`config.mk`:
```
export PLATFORM = sky130hd
export DESIGN_NAME = router_sync_param_flat
export DESIGN_NICKNAME = d
export VERILOG_FILES = /design/src/rtl/router_sync_param_if.sv /design/src/rtl/router_sync_param.sv /design/src/flat_wrapper.sv
export SDC_FILE = /design/constraint.sdc
export NUM_CORES = 1
export LEC_CHECK = 0
export ABC_AREA = 1
export CAP_MARGIN = 20
export CORE_AREA = 2 2 39 41
export CTS_CLUSTER_SIZE = 40
export DETAILED_ROUTE_END_ITERATION = 8
export DIE_AREA = 0 0 41 43
export GPL_TIMING_DRIVEN = 1
export SLEW_MARGIN = 15
export SYNTH_ARGS = -nofsm -noshare
export SYNTH_HDL_FRONTEND = slang
export SYNTH_SLANG_ARGS = --single-unit
```
`constraint.sdc`:
```
create_clock -name clk1 -period 1.75 [get_ports clk1]
set_clock_uncertainty 0.1 [all_clocks]
set_input_delay 0.2625 -clock clk1 [delete_from_list [all_inputs] [get_ports clk1]]
set_output_delay 0.2625 -clock clk1 [all_outputs]
set_load 0.05 [all_outputs]
```
`src/rtl/router_sync_param_if.sv`:
```
// router_sync_param_if: header/write/FIFO-status bundle between the router FSM, the sync stage and the output FIFOs
interface router_sync_param_if #(
  parameter int NUM_CH = 3,
  parameter int DATA_W = 8
);
  logic              get_dest;
  logic              write_enb_reg;
  logic [DATA_W-1:0] destination;
  logic [NUM_CH-1:0] read_enb;
  logic [NUM_CH-1:0] empty;
  logic [NUM_CH-1:0] full;
  logic [NUM_CH-1:0] vld_out;
  logic [NUM_CH-1:0] write_enb;
  logic              fifo_full;
  logic              addr_err;
  logic [NUM_CH-1:0] soft_reset;
  modport master (
    output get_dest, write_enb_reg, destination, read_enb, empty, full,
    input  vld_out, write_enb, fifo_full, addr_err, soft_reset
  );
  modport slave (
    input  get_dest, write_enb_reg, destination, read_enb, empty, full,
    output vld_out, write_enb, fifo_full, addr_err, soft_reset
  );
endinterface

```
`src/rtl/router_sync_param.sv`:
```
// router_sync_param: latches packet destination, steers the write strobe to one of NUM_CH FIFOs,
// flags bad addresses and (with SYNC_SOFT_RESET_EN) soft-resets FIFOs left unread for TIMEOUT cycles
module router_sync_param #(
  parameter int NUM_CH  = 3,
  parameter int DATA_W  = 8,
  parameter int TIMEOUT = 30
) (
  input logic                clk1,
  input logic                reset,
  router_sync_param_if.slave bus
);
  localparam int ADDR_W = $clog2(NUM_CH);
  localparam int CNT_W  = $clog2(TIMEOUT + 1);
  localparam logic [ADDR_W:0] NUM_CH_V = (ADDR_W + 1)'(NUM_CH);
  logic [ADDR_W-1:0] addr_q;
  logic              addr_valid;
  logic [ADDR_W-1:0] dest_addr;
  logic              in_range;
  assign dest_addr = bus.destination[ADDR_W-1:0];
  assign in_range  = {1'b0, dest_addr} < NUM_CH_V;
  assign bus.vld_out   = ~bus.empty;
  assign bus.write_enb = NUM_CH'(bus.write_enb_reg & addr_valid) << addr_q;
  assign bus.fifo_full = addr_valid & |(bus.full & (NUM_CH'(1'b1) << addr_q));
  always_ff @(posedge clk1 or negedge reset)
    if (!reset) begin
      addr_q       <= '0;
      addr_valid   <= 1'b0;
      bus.addr_err <= 1'b0;
    end else if (bus.get_dest) begin
      addr_q       <= dest_addr;
      addr_valid   <= in_range;
      bus.addr_err <= !in_range;
    end
`ifdef SYNC_SOFT_RESET_EN
  logic [CNT_W-1:0] cnt [NUM_CH];
  // counter restarts on any read or empty cycle, and wraps to 0 when it fires
  always_ff @(posedge clk1 or negedge reset)
    if (!reset) begin
      cnt            <= '{default: '0};
      bus.soft_reset <= '0;
    end else begin
      for (int i = 0; i < NUM_CH; i++)
        if (!bus.vld_out[i] || bus.read_enb[i]) begin
          cnt[i]            <= '0;
          bus.soft_reset[i] <= 1'b0;
        end else if (cnt[i] == CNT_W'(TIMEOUT - 1)) begin
          cnt[i]            <= '0;
          bus.soft_reset[i] <= 1'b1;
        end else begin
          cnt[i]            <= cnt[i] + CNT_W'(1);
          bus.soft_reset[i] <= 1'b0;
        end
    end
`else
  assign bus.soft_reset = '0;
`endif
endmodule

```
`src/flat_wrapper.sv`:
```
// flat-port wrapper written by rule: the top's interface ports become plain ports
module router_sync_param_flat 
#(
  parameter int NUM_CH  = 3,
  parameter int DATA_W  = 8,
  parameter int TIMEOUT = 30
)
  (clk1, reset, bus_get_dest, bus_write_enb_reg, bus_destination, bus_read_enb, bus_empty, bus_full, bus_vld_out, bus_write_enb, bus_fifo_full, bus_addr_err, bus_soft_reset);
  router_sync_param_if #(.NUM_CH(NUM_CH), .DATA_W(DATA_W)) bus_i ();
  input logic clk1;
  input logic reset;
  input wire logic [$bits(bus_i.get_dest)-1:0] bus_get_dest;
  input wire logic [$bits(bus_i.write_enb_reg)-1:0] bus_write_enb_reg;
  input wire logic [$bits(bus_i.destination)-1:0] bus_destination;
  input wire logic [$bits(bus_i.read_enb)-1:0] bus_read_enb;
  input wire logic [$bits(bus_i.empty)-1:0] bus_empty;
  input wire logic [$bits(bus_i.full)-1:0] bus_full;
  output wire logic [$bits(bus_i.vld_out)-1:0] bus_vld_out;
  output wire logic [$bits(bus_i.write_enb)-1:0] bus_write_enb;
  output wire logic [$bits(bus_i.fifo_full)-1:0] bus_fifo_full;
  output wire logic [$bits(bus_i.addr_err)-1:0] bus_addr_err;
  output wire logic [$bits(bus_i.soft_reset)-1:0] bus_soft_reset;
  assign bus_i.get_dest = bus_get_dest;
  assign bus_i.write_enb_reg = bus_write_enb_reg;
  assign bus_i.destination = bus_destination;
  assign bus_i.read_enb = bus_read_enb;
  assign bus_i.empty = bus_empty;
  assign bus_i.full = bus_full;
  assign bus_vld_out = bus_i.vld_out;
  assign bus_write_enb = bus_i.write_enb;
  assign bus_fifo_full = bus_i.fifo_full;
  assign bus_addr_err = bus_i.addr_err;
  assign bus_soft_reset = bus_i.soft_reset;
  router_sync_param #(.NUM_CH(NUM_CH), .DATA_W(DATA_W), .TIMEOUT(TIMEOUT)) u_core (.clk1(clk1), .reset(reset), .bus(bus_i));
endmodule
```
; ---- Yosys cells after proc, flatten, opt, wreduce, memory -nomap -nowiden
; Index checks and enable logic that the tools add are counted.
; W data, S select, Z words.
[totals]
inputBits = 21
wordCells = 12
reg_bits = 4
out_inout_bits = 11
[classes]
order_cmp = 1
n_reduce_logical = 2
n_shift = 2
n_bitwise = 4
[op_table]
columns = op, count
row1 = $and A3 B3 Y3, 1
row2 = $not A3 Y3, 1
row3 = $reduce_or A3 Y1, 1
row4 = $shl A1 B2 Y3 const A, 1
row5 = $shl A3 B2 Y3, 1
row6 = $and A1 B1 Y1, 2
row7 = $lt A2 B2 Y1 const B, 1
row8 = $logic_not A1 Y1, 1

; ---- Logic depth before layout (Yosys ltp)
; Gate-level depths: netlist of the first run.
[depth]
ltp_word = 4
mapped_depth = 5
mapped_depth_nobuf = 5

; ---- Worst setup path after synthesis of the first run
; Ideal clock, no wire load.
[synth_path]
path_kind = reg2out
startpoint = register u_core.addr_q[1]
endpoint = output bus_write_enb[2]
stages_incl_launch_ff = 3
n_path_buf = 0
required_time_ns = 1.387
setup_slack_ns = -0.122
arrival_ns = 1.509
path_cell_list = dfrtp_1 > inv_2 > nor3_1
[synth_via]
elab_chain_len = 1
[synth_rtl]
columns = element, line
row1 = from (decl), router_sync_param.sv:15  ; logic [ADDR_W-1:0] addr_q;
row2 = from (signal assigned), router_sync_param.sv:30  ; addr_q <= dest_addr;
row3 = $shl A3 B2 Y3, router_sync_param.sv:22  ; assign bus.write_enb = NUM_CH'(bus.write_enb_reg & addr_valid) << addr_q;
row4 = to (decl), flat_wrapper.sv:19  ; output wire logic [$bits(bus_i.write_enb)-1:0] bus_write_enb;
; Every way passes these cells.

; ---- Final worst setup path of the first run
[layout_path]
startpoint = input bus_write_enb_reg
endpoint = output bus_write_enb[1]
[layout_via]
elab_chain_len = 2
[layout_rtl]
columns = element, line
row1 = from (decl), flat_wrapper.sv:13  ; input wire logic [$bits(bus_i.write_enb_reg)-1:0] bus_write_enb_reg;
row2 = $and A1 B1 Y1, router_sync_param.sv:22
row3 = $shl A3 B2 Y3, router_sync_param.sv:22
; Every way passes these cells.

==> impl_metrics.yaml, run 1 <==
run_status:
  status: "completed"
floorplan:
  rows: 14
  die_h_um: 43
  pin_count: 32
  core_area_mm2: 0.00138
  die_width_um: 41
  start_util_pct: 17.3
  die_area_mm2: 0.00176
logic_synthesis:
  synth_area_leaders: "dfrtp_1 42%, buf_4 9.4%, nand3_1 8.4%, nor2_2 7.9%, nor3_1 6.3%"
  ys_types: 11
  yosys_warnings: 0
  synth_top_area_share_pct: 41.9
  syn-cell-area_um2: 239
  synth.avg_cell_area_um2: 7.47
  synthCells: 32
  ys_ff_latch: 4
  synth_top_area_cell: "dfrtp_1"
  synth-seq-area-share_pct: 41.9
routing:
  wl_um: 632
  viasPerCell: 4.01
  drc: 0
  drtIter0Drc: 4
  wl_per_cell_um: 9.16
  drtAntennaViolNets: 0
  vias: 277
  drt-pass1-iter-count: 4
worst_setup_path:
  crit_required_ns: 1.39
  crit_type: "input pin to output pin"
  worstSetupStartpointType: "input pin"
  path_max_fanout: 3
  cp.arrival_ns: 1.30
  end_kind: "output pin"
power:
  vdd_drop_max_uv: 303
  power_density_mw_per_mm2: 721
  p_leak_nw: 0.248
placed_design:
  hpwl_um: 514
  routabilityCongestion: 0.604
  dpl.cell_count: 66
  port_buffers: 19
  dp_worst_setup_slack_ns: 0.0864
layout:
  nNetsFinal: 76
  stdcell_count: 69
  fillers: 136
  seqCellArea_um2: 100
  layout_common_cells: "11 x clkdlybuf4s50_1, 7 x buf_12"
  drive_gt1_share_pct: 32.1
  area_growth_pct: 119
  diodes: 0
  final_common_cell: "clkdlybuf4s50_1"
  multi_input_area_um2: 97.6
clock_network:
  cts_setup_buffers: 0
  cts_tree: "done"
  cts_hold_buffers: 0
  root_buffer: "clkbuf_4"
  clk_pin_slew_ns: 0.04
  numCtsBuffers: 3
  post_cts_resized: 0
  clk_path_buf_depth: 2
  htreeDepth: 1
  cts_num_sinks: 4
  clock_latency_ns: 0.23
grt:
  grt.total_usage_pct: 8.27
  antenna_found_initial: 0
  grt_pass1_wl_um: 952
  grt_pass1_vias: 281
  grt_overflow: 0
  grt_max_degree: 6
timing:
  fin_crit_sh_pct: 94.7
  fin_crit_ns: 1.66
  max_freq_mhz: 603
  rsz0062_at_grt: "no"
  setup_violations: 0
  setup_ws_ns: 0.0924
  drv_slew: 0
  hold_viol_final: 0
  fin_tns_setup_ns: 0
job:
  drv_cap: 0
worst_hold_path:
  hold_class: "input pin to asynchronous set/reset pin"
## final timing paths
path                                     startpoint             endpoint  slack (ns)  cells after the start
worst max-delay path              bus_write_enb_reg     bus_write_enb[1]        0.09                      4
worst min-delay path                          reset     u_core.addr_q[1]        0.13                      1
worst max register to register     u_core.addr_q[1]     u_core.addr_q[1]        0.97                      2
worst min register to register  u_core.bus.addr_err  u_core.bus.addr_err        0.39                      1
max in group asynchronous                     reset    u_core.addr_valid        1.25                      1
min in group clk1               u_core.bus.addr_err  u_core.bus.addr_err        0.39                      1
## per-layer routing
layer | vias to the layer above | global-route usage, % | routed length [um]
met2 | 22 | 14.4 | 285
li1 | 135 | - | -
met3 | 4 | 2.62 | 119
met1 | 116 | 6.21 | 211
met5 | - | 0 | 0
met4 | 0 | 8.00 | 16
## where the power goes
part	switching, mW	internal (mW)
registers	0.00772	0.102
clock network	0.0369	0.0767
logic	0.0863	0.0686
## layout make-up
type / instances / area share, %
clock buffers: 3 / 4.30
inverters: 7 / 5.01
multi-input cells: 20 / 18.6
flip-flops and latches: 4 / 19.1
well taps: 16 / 3.82
repair buffers: 19 / 49.2
## worst max-delay path, stage by stage
cell	delay (ns)
clkdlybuf4s50_1	0.46
nand2_1	0.08
nor3_1	0.31
buf_12	0.19
## per-stage QoR
| step | hold slack, ns | cell area (um2) | power, mW | utilization (%) |
|---|---|---|---|---|
| final | 0.134 | 524 | 0.378 | 37.9 |
| after detailed placement | 0.381 | 502 | 0.266 | 36.3 |
| after floorplan | -0.133 | 246 | 0.193 | - |
| after global placement | 0.379 | 502 | 0.264 | 36.3 |
| after global routing | 0.152 | 524 | 0.394 | 37.9 |
| after CTS | 0.130 | 524 | 0.386 | 37.9 |
## state kept, by name, summed over array words and instances (netlist names)
name	count
u_core.bus.addr_err	1
u_core.addr_q	2
u_core.addr_valid	1
## cells in the mapped netlist
master / number
inv_2: 3
nand2_1: 4
buf_4: 3
o21a_1: 1
dfrtp_1: 4
inv_1: 4
nand3_1: 4
a21oi_1: 2
conb_1: 1
nor3_1: 3
nor2_2: 3
## kinds of logic (layout without fill, tap and decap cells)
| family | count (synthesis) | after routing | share of synthesized area (%) |
|---|---|---|---|
| and+or+nand+nor | 14 | 14 | 28.8 |
| buffers and inverters | 10 | 29 | 20.4 |
| DFF | 4 | 4 | 41.9 |
| AOI/OAI and AO/OA | 3 | 3 | 7.33 |
| other | 1 | 3 | 1.57 |
No activity file was read; power rests on OpenSTA's default activity.
==> run 2: changes to the inputs <==
--- a/config.mk
+++ b/config.mk
@@ -12,6 +12,7 @@
 export DETAILED_ROUTE_END_ITERATION = 8
 export DIE_AREA = 0 0 41 43
 export GPL_TIMING_DRIVEN = 1
+export PLACE_DENSITY = 0.7
 export SLEW_MARGIN = 15
 export SYNTH_ARGS = -nofsm -noshare
 export SYNTH_HDL_FRONTEND = slang
==> run 2 against run 1 <==
Die area stayed put. Combinational power hardly changed. Critical path depth stayed put. Sequential power hardly changed. Highest routed layer unchanged.
==> impl_metrics.yaml, run 2 (synthesis gave the netlist of run 1 again) <==
run_status:
  status: "completed"
placed_design:
  routabilityCongestion: 0.652
  dpl.cell_count: 66
  port_buffers: 19
  hpwl_um: 487
worst_setup_path:
  crit_type: "input pin to output pin"
  slowest_stage: "clkdlybuf4s50_1"
  end_kind: "output pin"
  cp_top_family: "buffers and inverters"
  crit_required_ns: 1.39
  rr_endpoint: "u_core.addr_q[0]"
  worstSetupStartpointType: "input pin"
  r2r_start: "u_core.addr_q[0]"
  r2r_slack_ns: 0.97
  cp_cell_sequence: "clkdlybuf4s50_1 -> nand2_1 -> nor3_1 -> buf_12"
  r2r_cells: 2
  cpPeakStageDelay_ns: 0.46
  cp_num_buf_inv: 2
  path_max_fanout: 3
  cp.arrival_ns: 1.28
layout:
  fillers: 144
  top_regs: "u_core.addr_q (2), u_core.addr_valid (1), u_core.bus.addr_err (1)"
  diodes: 0
  final_common_cell: "clkdlybuf4s50_1"
  stdcell_count: 69
  largest_register_ffs: 2
  regMostFlops: "u_core.addr_q"
  area_growth_pct: 119
  drive_gt1_share_pct: 32.1
  nNetsFinal: 76
  layout_common_cells: "11 x clkdlybuf4s50_1, 7 x buf_12"
floorplan:
  die_area_mm2: 0.00176
  pin_count: 32
  die_width_um: 41
  die_h_um: 43
  start_util_pct: 17.3
  rows: 14
  core_area_mm2: 0.00138
clock_network:
  post_cts_resized: 0
  cts_hold_buffers: 0
  cts_setup_buffers: 0
  htreeDepth: 1
  numCtsBuffers: 3
  root_buffer: "clkbuf_4"
  cts_tree: "done"
  cts_num_sinks: 4
  clk_path_buf_depth: 2
  clock_latency_ns: 0.24
  clk_pin_slew_ns: 0.04
grt:
  antenna_found_initial: 0
  use_met3_pct: 3.14
  top_usage_layer: "met2"
  grt_pass1_wl_um: 1100
  grt_util_met1_pct: 10.5
  grt_pass1_vias: 285
  grt.total_usage_pct: 9.99
  grt_overflow: 0
  grt_use_met2_pct: 13.4
  grt_max_degree: 6
timing:
  drv_slew: 0
  fin_crit_ns: 1.64
  hold_viol_final: 0
  setup_violations: 0
  fin_crit_sh_pct: 93.6
  hold_slack_ns: 0.122
  max_freq_mhz: 611
  rsz0062_at_grt: "no"
power:
  power_density_mw_per_mm2: 733
  vdd_drop_max_uv: 276
  p_leak_nw: 0.248
routing:
  wl_um: 619
  drt-pass1-iter-count: 4
  vias: 268
  viasPerCell: 3.88
  wl_per_cell_um: 8.97
  drtAntennaViolNets: 0
  drtIter0Drc: 4
  drc: 0
job:
  drv_cap: 0
worst_hold_path:
  hold_class: "input pin to asynchronous set/reset pin"
==> run 2: cell counts in the layout (fill, tap and decap cells not counted) <==
Identical to the previous run, type by type.
==> run 2: cell type report <==
cell class / instances / area, um2 / area share (%)
sequential: 4 / 100 / 19.1
multi-input combinational: 20 / 97.6 / 18.6
clock buffer: 3 / 22.5 / 4.30
tap: 16 / 20.0 / 3.82
timing repair buffer: 19 / 258 / 49.2
inverter: 7 / 26.3 / 5.01
==> run 2: power by group <==
part	leakage [nW]	total, mW	internal (mW)	switching (mW)
clock	0.0138	0.121	0.0771	0.0434
sequential	0.0455	0.110	0.102	0.00802
combinational	0.189	0.154	0.0685	0.0854
==> run 2: stage by stage <==
stage	instance area, um2	worst slack [ns]	TNS [ns]	power [mW]	utilization (%)
after floorplan	246	-0.122	-0.355	0.193	-
after global placement	502	0.124	0	0.263	36.3
after detailed placement	502	0.115	0	0.265	36.3
after CTS	524	0.108	0	0.388	37.9
after global routing	524	0.00247	0	0.405	37.9
final	524	0.112	0	0.384	37.9
==> run 2: worst max path at each step <==
stage | end | depth (start not counted) | startpoint
3_3_place_gp | bus_write_enb[0] | 4 | bus_write_enb_reg
6_report | bus_write_enb[0] | 4 | bus_write_enb_reg
4_1_cts | bus_write_enb[0] | 4 | bus_write_enb_reg
5_1_grt | bus_write_enb[0] | 4 | bus_write_enb_reg
2_1_floorplan | bus_write_enb[2] | 2 | u_core.addr_q[1]
3_5_place_dp | bus_write_enb[0] | 4 | bus_write_enb_reg
==> run 2: layer usage <==
metal / routed length [um] / vias to the layer above
met5: 0 / -
met4: 27 / 0
met3: 74 / 4
met2: 293 / 17
met1: 223 / 112
li1: - / 135
==> run 2: worst register-to-register path, delay by kind of cell (launching register included) <==
| kind | cells | cell delay (ns) |
|---|---|---|
| buffers and inverters | 1 | 0.10 |
| AOI/OAI and AO/OA | 1 | 0.06 |
| DFF | 1 | 0.41 |
